$ cat config.mk
export PLATFORM = sky130hd
export DESIGN_NAME = fifo_umbral
export DESIGN_NICKNAME = d
export VERILOG_FILES = /design/src/rtl/fifo_umbral.sv
export SDC_FILE = /design/constraint.sdc
export NUM_CORES = 1
export LEC_CHECK = 0
export CAP_MARGIN = 30
export CORE_MARGIN = 1.5
export CORE_UTILIZATION = 40
export CTS_BUF_LIST = sky130_fd_sc_hd__clkbuf_16
export DETAILED_ROUTE_END_ITERATION = 12
export DONT_BUFFER_PORTS = 1
export REMOVE_ABC_BUFFERS = 1
export SLEW_MARGIN = 20
export SYNTH_ARGS = -nofsm -noshare
export SYNTH_HDL_FRONTEND = slang
export SYNTH_SLANG_ARGS = --single-unit
$ cat constraint.sdc
create_clock -name clk -period 2.5 [get_ports clk]
set_input_delay 0.25 -clock clk [delete_from_list [all_inputs] [get_ports clk]]
set_output_delay 0.25 -clock clk [all_outputs]
set_load 0.02 [all_outputs]
$ cat src/rtl/fifo_umbral.sv
// fifo_umbral: synchronous FIFO with registered read port, programmable almost-full/almost-empty
// thresholds and a sticky overflow/underflow error flag.
module fifo_umbral #(
  parameter int DATA_WIDTH = 10,
  parameter int ADDR_WIDTH = 3
) (
  input  logic                  clk,
  input  logic                  reset,
  input  logic                  push,
  input  logic                  pop,
  input  logic [DATA_WIDTH-1:0] data_in,
  input  logic [ADDR_WIDTH:0]   umbral_af,
  input  logic [ADDR_WIDTH:0]   umbral_ae,
  output logic [DATA_WIDTH-1:0] data_out,
  output logic                  valid_out,
  output logic                  full,
  output logic                  empty,
  output logic                  almost_full,
  output logic                  almost_empty,
  output logic                  error,
  output logic [ADDR_WIDTH:0]   count
);
  localparam int DEPTH = 2 ** ADDR_WIDTH;
  localparam logic [ADDR_WIDTH:0]   CNT_FULL = (ADDR_WIDTH + 1)'(DEPTH);
  localparam logic [ADDR_WIDTH:0]   CNT_ONE  = 1;
  localparam logic [ADDR_WIDTH-1:0] PTR_ONE  = 1;

  logic [DATA_WIDTH-1:0] r_mem [DEPTH];
  logic [ADDR_WIDTH-1:0] r_wr_ptr, r_rd_ptr;
  logic [ADDR_WIDTH:0]   r_count;
  logic [DATA_WIDTH-1:0] r_data_out;
  logic                  r_valid, r_error;
  logic                  w_push_ok, w_pop_ok;
  logic [ADDR_WIDTH:0]   w_count_nxt;

  assign full         = r_count == CNT_FULL;
  assign empty        = r_count == '0;
  assign almost_full  = r_count >= umbral_af;
  assign almost_empty = r_count <= umbral_ae;
  assign count        = r_count;
  assign data_out     = r_data_out;
  assign valid_out    = r_valid;
  assign error        = r_error;

  // a pop frees a slot in the same edge, so a full FIFO still accepts push+pop
  assign w_pop_ok  = pop & ~empty;
  assign w_push_ok = push & (~full | w_pop_ok);

  always_comb begin
    w_count_nxt = r_count;
    if (w_push_ok && !w_pop_ok) w_count_nxt = r_count + CNT_ONE;
    else if (w_pop_ok && !w_push_ok) w_count_nxt = r_count - CNT_ONE;
  end

  always_ff @(posedge clk) begin
    if (w_push_ok) r_mem[r_wr_ptr] <= data_in;
  end

  always_ff @(posedge clk or negedge reset) begin
    if (!reset) begin
      r_wr_ptr   <= '0;
      r_rd_ptr   <= '0;
      r_count    <= '0;
      r_data_out <= '0;
      r_valid    <= 1'b0;
      r_error    <= 1'b0;
    end else begin
      r_count <= w_count_nxt;
      r_valid <= w_pop_ok;
      if (w_push_ok) r_wr_ptr <= r_wr_ptr + PTR_ONE;
      if (w_pop_ok) begin
        r_data_out <= r_mem[r_rd_ptr];
        r_rd_ptr   <= r_rd_ptr + PTR_ONE;
      end
      if ((push && !w_push_ok) || (pop && !w_pop_ok)) r_error <= 1'b1;
    end
  end
endmodule

==> impl_metrics.yaml <==
logic_synthesis:
  netlist_instances: 278
  ys_seq_area_share_pct: 68.5
  ys_warn_count: 0
  synth_compound_area_share_pct: 7.61
  synth.top_cell.area_share_pct: 55.7
  synth.most_common_cell: "edfxtp_1"
  synth-xor-area-share_pct: 1.22
  synthFlopType: "edfxtp_1"
  synthAdderAreaFrac_pct: 4.24
  synthSimpleGateAreaFrac_pct: 4.82
  synthTopCellsByCount: "80 x edfxtp_1, 22 x dfrtp_1, 22 x mux2i_1, 22 x nand2_1, 21 x mux2_2"
  muxShareOfSynthArea_pct: 10.9
  synthArstFlopShare_pct: 21.6
  synth_area_leaders: "edfxtp_1 56%, dfrtp_1 13%, mux2_2 5.5%"
  post_synth_num_cell_types: 33
  avgSynthCellArea_sq_um: 15.5
  synth_seq_cells: 102
  syn_area_sq_um: 4310
  yosysTopAreaCell: "edfxtp_1"
  synth_edf_count: 80
  synth_top_family_by_area: "multiplexers"
job:
  maxCapViolCount: 0
floorplan:
  row_count: 37
  start_util_pct: 41.6
  ios: 42
  coreArea_sq_um: 10400
  die_h_um: 107
  die-area_sq_um: 11400
  die_w_um: 107
placement:
  hpwl_um: 5120
  place.gp.congestion: 0.711
  dp.cells: 421
  dp_slack_ns: -0.0861
  io_buffers: 0
drt:
  routed_wl_um: 8310
  highest_layer: "met4"
  firstDrtPassIters: 4
  drc_errors: 0
  wl_per_cell_um: 18.5
  drt_iter0_markers: 115
  met3WireLength_um: 491
  met2WireLength_um: 3840
  vias: 2355
  drt-met1-wl_um: 3860
  viasPerCell: 5.24
  postRouteAntennaNets: 0
min_path:
  hp-class: "in -> reg"
final_layout:
  fin_cells: 449
  nets: 344
  drive_above_1_share_pct: 21.4
  multi_input_area_sq_um: 1280
  seq_area_sq_um: 2950
  syn_to_final_growth_pct: 17.0
  diodes: 0
  fill_cells: 922
critical_path:
  r2r_setup_slack_ns: 0.10
  start_kind: "flip-flop"
  worstPathRequired_ns: 2.72
  cp.arrival_ns: 2.62
  critPathCaptureType: "flip-flop"
  crit_fanout: 4
  worst-setup-path-type: "reg -> reg"
clock_network:
  cts.htree.levels: 3
  cts.sinks: 102
  post_cts_buffers: 0
  clkSlewWorstSetupHoldPaths_ns: 0.07
  ctsRootBufferMaster: "clkbuf_16"
  cts_made_buffers: 9
  clock_path_buffers: 2
  clock_latency_ns: 0.34
  tritoncts: "built"
timing:
  setup_violations: 0
  clock.fmax_mhz: 417
  period_share_pct: 95.9
  drv_slew: 0
  relSlewSlack_pct: 48.2
  rsz0062_at_grt: "false"
  timing.final.ws_setup_ns: 0.101
  hold_violations: 0
  skew_ns: 0.00804
  worst_pin_slew_ns: 0.777
  finalCriticalPeriod_ns: 2.40
status:
  status: "finished, final reports clean"
global_routing:
  grt_pass1_vias: 2337
  grt_use_total_pct: 15.8
  grt_overflow: 0
  antenna_found_initial: 0
  grt_pass1_wl_um: 13000
  grt_max_degree: 24
power:
  power.density_nw_per_um2: 1200
  p_leak_uw: 0.00188
  finalPower_uw: 6040
  vdd_drop_max_uv: 520
## path summary, 6_finish.rpt
check | depth (start not counted) | start | end
max reg2reg | 8 | count[1]$_DFFE_PN0P_ | count[3]$_DFFE_PN0P_
max | 8 | count[1]$_DFFE_PN0P_ | count[3]$_DFFE_PN0P_
min | 2 | pop | error$_DFFE_PN0P_
min reg2reg | 1 | r_wr_ptr[0]$_DFFE_PN0P_ | r_wr_ptr[0]$_DFFE_PN0P_
min in group asynchronous | 2 | reset | data_out[7]$_DFFE_PN0P_
max in group asynchronous | 2 | reset | r_rd_ptr[0]$_DFFE_PN0P_
## kinds of logic after synthesis
kind of cell / count (synthesis)
buffers and inverters: 21
flip-flops: 102
multiplexers: 44
AO/OA/AOI/OAI: 45
adder cells (fa/ha/maj): 14
AND/OR/NAND/NOR: 46
XOR/XNOR: 6
## state kept, by name (all words and copies together) (netlist names)
name and cells:
valid_out 1, r_mem 80, r_wr_ptr 3, count 4, error 1, data_out 10, r_rd_ptr 3
## power by group
group	internal (uW)	leakage, uW	switching (uW)	total [uW]
Sequential	2220	0.000985	335	2550
Clock	801	0.000151	637	1440
Combinational	932	0.000749	1120	2050
Total	3950	0.00188	2090	6040
## per-layer routing
| metal | vias to the layer above | global-route usage (%) |
|---|---|---|
| li1 | 1117 | - |
| met1 | 1167 | 20.5 |
| met2 | 62 | 25.3 |
| met3 | 9 | 5.05 |
| met4 | 0 | 4.95 |
| met5 | - | 0 |
## cell usage in the layout (no fill, tap or decap), types with 3 or more instances in the layout
| cell type | Yosys | layout |
|---|---|---|
| nand2b_1 | 5 | 5 |
| buf_4 | 3 | 15 |
| edfxtp_1 | 80 | 80 |
| ha_1 | 13 | 11 |
| clkbuf_16 | 0 | 9 |
| o22ai_1 | 10 | 10 |
| nor2_1 | 9 | 7 |
| nand2_1 | 22 | 22 |
| o21ai_1 | 9 | 9 |
| nor3_1 | 6 | 6 |
| xnor2_1 | 5 | 5 |
| inv_1 | 10 | 10 |
| a221o_1 | 10 | 10 |
| inv_6 | 0 | 3 |
| dfrtp_1 | 22 | 21 |
| o21ai_0 | 4 | 4 |
| a21o_1 | 5 | 5 |
| mux2i_1 | 22 | 22 |
| dlygate4sd3_1 | 0 | 11 |
| mux2_2 | 21 | 21 |
## metrics by stage
| step | util, % | TNS (ns) | hold slack [ns] | instance area [sq um] |
|---|---|---|---|---|
| 2_1_floorplan | - | -0.835 | -0.0456 | 4230 |
| 3_3_place_gp | 43.6 | 0 | -0.0449 | 4520 |
| 6_report | 48.6 | 0 | 0.170 | 5040 |
| 3_5_place_dp | 44.0 | -0.0861 | -0.0448 | 4560 |
| 5_1_grt | 48.6 | 0 | 0.177 | 5040 |
| 4_1_cts | 48.4 | 0 | 0.166 | 5010 |
## cell type report
class,instances,share of cell area [%]
clock buffers,9,4.47
clock inverters,7,1.71
inverters,10,0.744
multi-input cells,155,25.5
flip-flops and latches,102,58.6
well taps,136,3.37
repair buffers,30,5.66
## critical path, cell delays in order (launching register included)
cell	delay, ns
dfrtp_1	0.38
or3_4	0.42
o31a_4	0.30
ha_4	0.18
inv_1	0.07
buf_4	0.13
ha_2	0.31
a2111oi_4	0.35
o31ai_1	0.13
## what timing repair did
item,4_1_cts,5_1_grt
resized for setup,3,4
pin swaps,0,3
hold buffers,12,0
hold endpoints to repair,102,0
endpoints found under the setup margin,1,1
Note: power is estimated with default switching activity, not from simulation.
